File: src/rtl/uart_tx_fifo.sv
// Queued 8N1 UART transmitter: FIFO of DEPTH bytes feeding a baud-divided serialiser.
// Optional even parity bit (8E1) when UART_TX_PARITY_EN is defined.
module uart_tx_fifo #(
  parameter int unsigned CLK_HZ = 21477272,
  parameter int unsigned BAUD   = 115200,
  parameter int unsigned DEPTH  = 16
) (
  input  logic                     clk,
  input  logic                     tx_clear,
  input  logic [7:0]               tx_DI,
  input  logic                     tx_we,
  output logic                     tx_full,
  output logic                     tx_empty,
  output logic [$clog2(DEPTH):0]   tx_count,
  output logic                     tx_busy,
  output logic                     tx_overflow,
  output logic                     uart_port_DO
);

  localparam int unsigned DIV = (CLK_HZ + BAUD / 2) / BAUD;
  localparam int unsigned AW  = $clog2(DEPTH);
  localparam int unsigned CW  = AW + 1;
  localparam int unsigned BW  = $clog2(DIV + 1);

  typedef enum logic [2:0] {
    S_IDLE,
    S_START,
    S_DATA,
    S_STOP
`ifdef UART_TX_PARITY_EN
    , S_PARITY
`endif
  } state_e;

  logic [7:0]    mem [DEPTH];
  logic [AW-1:0] wr_ptr_q, wr_ptr_d;
  logic [AW-1:0] rd_ptr_q, rd_ptr_d;
  logic [CW-1:0] count_q, count_d;
  logic          full_q, empty_q, ovf_q, ovf_d;
  logic          push_c, pop_c;

  state_e        state_q;
  logic [BW-1:0] cnt_q;
  logic [2:0]    idx_q;
  logic [7:0]    shift_q;
  logic          line_q, busy_q;
  logic          line_c, bit_end_c;

  // FIFO control: a pop frees a slot in the same cycle, so a write while full is kept then
  always_comb begin
    pop_c    = (state_q == S_IDLE) && !empty_q;
    push_c   = tx_we && (!full_q || pop_c);
    wr_ptr_d = push_c ? wr_ptr_q + AW'(1) : wr_ptr_q;
    rd_ptr_d = pop_c ? rd_ptr_q + AW'(1) : rd_ptr_q;
    count_d  = count_q + CW'(push_c) - CW'(pop_c);
    ovf_d    = ovf_q | (tx_we & full_q & ~pop_c);
  end

  always_ff @(posedge clk) begin
    if (push_c) mem[wr_ptr_q] <= tx_DI;
  end

  always_ff @(posedge clk) begin
    if (tx_clear) begin
      wr_ptr_q <= '0;
      rd_ptr_q <= '0;
      count_q  <= '0;
      full_q   <= 1'b0;
      empty_q  <= 1'b1;
      ovf_q    <= 1'b0;
    end else begin
      wr_ptr_q <= wr_ptr_d;
      rd_ptr_q <= rd_ptr_d;
      count_q  <= count_d;
      full_q   <= (count_d == CW'(DEPTH));
      empty_q  <= (count_d == '0);
      ovf_q    <= ovf_d;
    end
  end

  assign bit_end_c = (cnt_q == BW'(DIV - 1));

  // Line level implied by the current state; registered into line_q one cycle later
  always_comb begin
    line_c = 1'b1;
    case (state_q)
      S_START:    line_c = 1'b0;
      S_DATA:     line_c = shift_q[idx_q];
`ifdef UART_TX_PARITY_EN
      S_PARITY:   line_c = ^shift_q;
`endif
      default:    line_c = 1'b1;
    endcase
  end

  always_ff @(posedge clk) begin
    if (tx_clear) begin
      state_q <= S_IDLE;
      cnt_q   <= '0;
      idx_q   <= '0;
      shift_q <= '0;
      line_q  <= 1'b1;
      busy_q  <= 1'b0;
    end else begin
      line_q <= line_c;
      busy_q <= (state_q != S_IDLE);
      case (state_q)
        S_IDLE: begin
          cnt_q <= '0;
          if (!empty_q) begin
            shift_q <= mem[rd_ptr_q];
            state_q <= S_START;
          end
        end
        S_START: begin
          if (bit_end_c) begin
            cnt_q   <= '0;
            idx_q   <= '0;
            state_q <= S_DATA;
          end else begin
            cnt_q <= cnt_q + BW'(1);
          end
        end
        S_DATA: begin
          if (bit_end_c) begin
            cnt_q <= '0;
            if (idx_q == 3'd7) begin
`ifdef UART_TX_PARITY_EN
              state_q <= S_PARITY;
`else
              state_q <= S_STOP;
`endif
            end else begin
              idx_q <= idx_q + 3'd1;
            end
          end else begin
            cnt_q <= cnt_q + BW'(1);
          end
        end
`ifdef UART_TX_PARITY_EN
        S_PARITY: begin
          if (bit_end_c) begin
            cnt_q   <= '0;
            state_q <= S_STOP;
          end else begin
            cnt_q <= cnt_q + BW'(1);
          end
        end
`endif
        S_STOP: begin
          if (bit_end_c) begin
            cnt_q   <= '0;
            state_q <= S_IDLE;
          end else begin
            cnt_q <= cnt_q + BW'(1);
          end
        end
        default: begin
          cnt_q   <= '0;
          state_q <= S_IDLE;
        end
      endcase
    end
  end

  assign tx_full      = full_q;
  assign tx_empty     = empty_q;
  assign tx_count     = count_q;
  assign tx_busy      = busy_q;
  assign tx_overflow  = ovf_q;
  assign uart_port_DO = line_q;

endmodule

File: config.mk
export PLATFORM = sky130hd
export DESIGN_NAME = uart_tx_fifo
export DESIGN_NICKNAME = d
export VERILOG_FILES = /design/src/rtl/uart_tx_fifo.sv
export SDC_FILE = /design/constraint.sdc
export NUM_CORES = 1
export LEC_CHECK = 0
export BUFFER_PORTS_ARGS = -buffer_cell sky130_fd_sc_hd__buf_2
export CORE_MARGIN = 2
export CORE_UTILIZATION = 61
export CTS_CLUSTER_SIZE = 28
export DETAILED_ROUTE_END_ITERATION = 6
export GPL_ROUTABILITY_DRIVEN = 0
export MAX_ROUTING_LAYER = met4
export PLACE_DENSITY = 0.77
export SLEW_MARGIN = 10
export SYNTH_ARGS = -nofsm -noshare
export SYNTH_HDL_FRONTEND = slang
export SYNTH_SLANG_ARGS = --single-unit
File: constraint.sdc
create_clock -name clk -period 3.59 [get_ports clk]
set_input_delay 0.1795 -clock clk [delete_from_list [all_inputs] [get_ports clk]]
set_output_delay 0.1795 -clock clk [all_outputs]
set_load 0.01 [all_outputs]
==> flow_summary.json, run 1 <==
{
  "synth.area.top_cells": "edfxtp_1 (56%), dfxtp_1 (11%), mux2i_1 (9.7%)",
  "die_area_um2": 12200,
  "grt_antenna_before_repair": 0,
  "htree_levels": 4,
  "path_buf_inv": 4,
  "report.final.setup_viol": 0,
  "die_h_um": 110,
  "drc_errors": 0,
  "synthTopCellsByCount": "edfxtp_1 (128), mux2i_1 (67), nand2_1 (43)",
  "slew_headroom_pct": 22.0,
  "cts_sinks": 167,
  "rrSetupSlack_ns": 0.53,
  "first_global_vias": 3995,
  "powerDensity_nw_per_um2": 645,
  "synthFlopType": "edfxtp_1",
  "drv_slew": 0,
  "hold_class": "in2reg",
  "grt_pass1_wl_um": 21100,
  "syn_nets": 526,
  "slowest_stage": "or3_1",
  "period_share_pct": 85.1,
  "nets": 549,
  "drive_gt1_share_pct": 12.6,
  "clockBufferDepth": 2,
  "slowest_delay_ns": 0.37,
  "grt_max_degree": 35,
  "tritoncts": "yes",
  "dp_hpwl_um": 8600,
  "cts.hold.buffers_added": 0,
  "max_cap_violations": 0,
  "synth_area_um2": 6900,
  "ir_drop_uv": 505,
  "dpl_worst_slack_ns": 0.554,
  "via_per_inst": 5.99,
  "syn_area_per_cell_um2": 13.9,
  "yosysSeqAreaShare_pct": 67.0,
  "p_total_uw": 4950,
  "path_common_cell": "inv_1",
  "drt-wirelength-per-cell_um": 19.8,
  "yosys_register_bits": 167,
  "tns_ns": 0,
  "clkTransAtPathRegs_ns": 0.06,
  "clockRootBuffer": "clkbuf_16",
  "p_leak_uw": 0.00256,
  "rsz0062_at_grt": "false",
  "r2r_start": "state_q[0]",
  "cts_buffers": 17,
  "crit_required_ns": 3.91,
  "critPathKind": "reg2reg",
  "drt_pass1_iterations": 5,
  "rows": 38,
  "max_freq_ghz": 0.327,
  "arrival_ns": 3.37,
  "design.core.area_um2": 10900,
  "start_util_pct": 63.1,
  "synth_edf_count": 128,
  "crit_path_cell_trace": "inv_1 -> ha_1 -> nand2b_1 -> a21boi_2 -> inv_1 -> ha_1 -> inv_1 -> ha_1 -> inv_1 -> fa_1 -> nor2b_1 -> o21a_1 -> or3_1 -> a41o_1",
  "yosys_warnings": 0,
  "vias": 4019,
  "cts.repair.resized": 0,
  "synthArstFlopShare_pct": 0,
  "cp_max_fo": 6,
  "antenna-diode-count": 0,
  "grt_overflow_total": 0,
  "io_buffers": 20,
  "post-route-min-period_ns": 3.06,
  "routed_wl_um": 13300,
  "yosysTopAreaCellShare_pct": 55.7,
  "ant_nets": 0,
  "yosysTopAreaCell": "edfxtp_1",
  "synth_cell_type_count": 46,
  "synthToLayoutAreaGrowth_pct": 11.3,
  "insertion_delay_ns": 0.43,
  "crit_start": "state_q[0]",
  "endpoint_kind": "flop",
  "syn_inst": 495,
  "yosysMostFrequentCell": "edfxtp_1",
  "cp-start-kind": "flop",
  "pin_count": 21,
  "fin_skew_ns": 0.0119,
  "post_cts_buffers": 0,
  "hold_viol": 0,
  "chipWidth_um": 110,
  "tightest_slew_ns": 1.17,
  "worst_slack_ns": 0.534,
  "cp_top_family": "adder cells",
  "grt_use_total_pct": 25.1,
  "hold_ws_ns": 0.0976,
  "worstHoldStart": "tx_we",
  "outcome": "finished clean",
  "dr.first_iter.drc_count": 532
}
[cells in the final DEF, fill, tap and decap left out, drive strengths merged, types with 2 or more instances in the layout]
master,count
buf,27
clkinv,4
a31oi,2
dfxtp,39
or3,2
nand4,10
nor2,36
o211ai,2
ha,19
inv,21
o21a,2
xor2,10
a21oi,15
nand3,21
nand2b,3
and3,3
nand2,43
and2,3
a22oi,16
clkbuf,20
edfxtp,128
o21ai,4
mux2i,67
xnor2,5
nor3b,2
nor2b,5
nor3,7
clkinvlp,2
mux4,2
[kinds of logic after synthesis]
kind of cell / count (synthesis) / share of synthesized area (%)
compound gates: 47 / 4.72
xor+xnor: 15 / 1.90
fa+ha+maj: 20 / 3.74
buf+inv: 39 / 2.56
flops: 167 / 67.0
mux: 69 / 10.4
simple gates: 138 / 9.68
[layer usage]
layer | global-route usage, % | part of all wire (%) | vias to the layer above
met5 | - | 0 | -
li1 | - | - | 1873
met3 | 7.41 | 6.7 | 26
met2 | 37.4 | 47 | 174
met1 | 33.2 | 44 | 1946
met4 | 8.84 | 2.2 | 0
[metrics by stage]
| step | util (%) | instances | instance area (µm²) |
|---|---|---|---|
| after detailed placement | 65.2 | 639 | 7130 |
| after CTS | 70.2 | 671 | 7680 |
| after floorplan | - | 495 | 6900 |
| after global placement | 65.2 | 639 | 7130 |
| final | 70.2 | 671 | 7680 |
| after global routing | 70.2 | 671 | 7680 |
[final cells by class]
cell class	count	area [µm²]
inverters	16	60.1
well taps	140	175
multi-input cells	289	2100
repair buffers	27	165
flip-flops and latches	167	4630
clock inverters	12	116
fillers	750	3260
clock buffers	20	437
[sequential cells by signal (all words and copies together) (netlist names)]
name          count
mem             128
cnt_q             8
shift_q           8
tx_count          5
rd_ptr_q          4
wr_ptr_q          4
idx_q             3
state_q           2
tx_busy           1
tx_empty          1
tx_full           1
tx_overflow       1
uart_port_DO      1
[worst paths after layout]
path,cells after the start,endpoint
hold reg to reg,2,tx_overflow
setup / recovery,14,tx_empty
setup reg to reg,14,tx_empty
hold / removal,3,tx_overflow
[worst min-delay path, cell delays in order]
cell,delay [ns]
buf_2,0.13
a31oi_1,0.10
nor2_1,0.07
[where the power goes]
part / leakage, µW / switching (µW) / internal (µW)
Clock: 0.000266 / 750 / 964
Sequential: 0.00148 / 100 / 2230
Combinational: 0.000818 / 560 / 351
Power figures use the tool's default switching activity.
==> inputs of run 2 (changes only) <==
Settings changed: CORE_UTILIZATION 61 to 50, PLACE_DENSITY 0.77 to 0.65.
==> run 2 against run 1 <==
Against the previous run:
- non-clock buffer count grew 1
- critical path depth is the same
- maximum frequency shrank 0.55%
- clock power is essentially flat
- first-iteration DRC count shrank 50%
- hold slack lost 0.029 ns
- clock-buffer cell count shrank 1
- combinational power shrank 2%
- critical path type unchanged
- largest power group unchanged
- highest routed layer unchanged
==> flow_summary.json, run 2 (synthesis gave the netlist of run 1 again) <==
{
  "fin_skew_ns": 0.0104,
  "clockBufferDepth": 2,
  "endpoint_kind": "flop",
  "nets": 550,
  "chipWidth_um": 121,
  "tns_ns": 0,
  "grt_pass1_wl_um": 21000,
  "report.final.setup_viol": 0,
  "ir_drop_uv": 368,
  "largest_register_ffs": 128,
  "slowest_stage": "or3_1",
  "fillers": 1081,
  "post-route-min-period_ns": 3.07,
  "design.core.area_um2": 13300,
  "arrival_ns": 3.39,
  "post_cts_buffers": 0,
  "max_cap_violations": 0,
  "tightest_slew_ns": 1.08,
  "io_buffers": 20,
  "rrSetupSlack_ns": 0.52,
  "die_h_um": 121,
  "vias": 3836,
  "cts.hold.buffers_added": 0,
  "powerDensity_nw_per_um2": 640,
  "dr.first_iter.drc_count": 264,
  "antenna-diode-count": 0,
  "synthToLayoutAreaGrowth_pct": 12.1,
  "rsz0062_at_grt": "false",
  "period_share_pct": 85.6,
  "pin_count": 21,
  "clockRootBuffer": "clkbuf_16",
  "rows": 42,
  "start_util_pct": 51.7,
  "drive_gt1_share_pct": 12.4,
  "top_regs": "mem x128, cnt_q x8, shift_q x8",
  "regMostFlops": "mem",
  "slew_headroom_pct": 27.9,
  "slowest_delay_ns": 0.37,
  "path_buf_inv": 4,
  "mostFrequentLayoutCells": "edfxtp_1 (128), mux2i_1 (67), nand2_1 (43)",
  "drt_pass1_iterations": 5,
  "path_common_cell": "inv_1",
  "cts.repair.resized": 0,
  "ant_nets": 0,
  "insertion_delay_ns": 0.43,
  "drv_slew": 0,
  "max_freq_ghz": 0.325,
  "grt_antenna_before_repair": 0,
  "first_global_vias": 3789,
  "dp_hpwl_um": 8480,
  "outcome": "finished clean",
  "dpl_worst_slack_ns": 0.510,
  "die_area_um2": 14800,
  "grt_overflow_total": 0,
  "crit_required_ns": 3.90,
  "layout_commonest_cell": "edfxtp_1",
  "cp_max_fo": 6,
  "cp_top_family": "adder cells",
  "p_leak_uw": 0.00257,
  "drc_errors": 0,
  "cp-start-kind": "flop",
  "drt-wirelength-per-cell_um": 18.3,
  "clkTransAtPathRegs_ns": 0.06,
  "worst_slack_ns": 0.517,
  "grt_use_total_pct": 20.0,
  "htree_levels": 4,
  "critPathKind": "reg2reg",
  "via_per_inst": 5.42,
  "hold_class": "in2reg",
  "crit_path_cell_trace": "inv_1 -> ha_1 -> nand2b_1 -> a21boi_2 -> inv_1 -> ha_1 -> inv_1 -> ha_1 -> inv_1 -> fa_1 -> nor2b_1 -> o21a_1 -> or3_1 -> a41o_1",
  "cts_sinks": 167,
  "cts_buffers": 17,
  "tritoncts": "yes",
  "grt_max_degree": 33,
  "routed_wl_um": 13000,
  "hold_viol": 0
}
-- run 2: worst register-to-register path: stages, from the launching register on --
cell      delay (ns)
dfxtp_1         0.32
inv_1           0.12
ha_1            0.25
nand2b_1        0.19
a21boi_2        0.35
inv_1           0.08
ha_1            0.28
inv_1           0.04
ha_1            0.18
inv_1           0.07
fa_1            0.21
nor2b_1         0.06
o21a_1          0.20
or3_1           0.38
a41o_1          0.24
-- run 2: worst paths after layout --
path,from,to,depth (start not counted)
min reg2reg,shift_q[1],shift_q[1],2
min,tx_we,tx_overflow,3
max reg2reg,state_q[0],tx_empty,14
max,state_q[0],tx_empty,14
-- run 2: cell type report --
cell class,count,area (µm²),area share (%)
inverters,16,60.1,0.777
clock inverters,13,131,1.70
repair buffers,28,160,2.07
flip-flops and latches,167,4630,59.9
clock buffers,19,433,5.60
well taps,176,220,2.85
multi-input cells,289,2100,27.1
-- run 2: metrics by stage --
stage               std cells  util (%)  instance area (µm²)  total power, µW  hold WS, ns
detailed placement        676      53.7                 7170             3260        0.445
floorplan                 495         -                 6900             2990        0.278
global route              708      57.9                 7730             5210       0.0944
global placement          676      53.7                 7170             3220        0.433
CTS                       708      57.9                 7730             4990       0.0516
finish                    708      57.9                 7730             4950       0.0683
-- run 2: per-layer routing --
layer	wire length, µm	global-route usage, %	vias to the layer above
li1	-	-	1874
met1	6160	27.4	1871
met2	6150	29.8	76
met3	511	4.32	15
met4	172	7.33	0
met5	0	-	-
-- run 2: power breakdown --
| group | switching (µW) | total [µW] | internal [µW] | leakage [µW] |
|---|---|---|---|---|
| Sequential | 88.4 | 2310 | 2230 | 0.00148 |
| Combinational | 548 | 898 | 350 | 0.000821 |
| Clock | 717 | 1730 | 1020 | 0.000270 |
| Total | 1350 | 4950 | 3590 | 0.00257 |
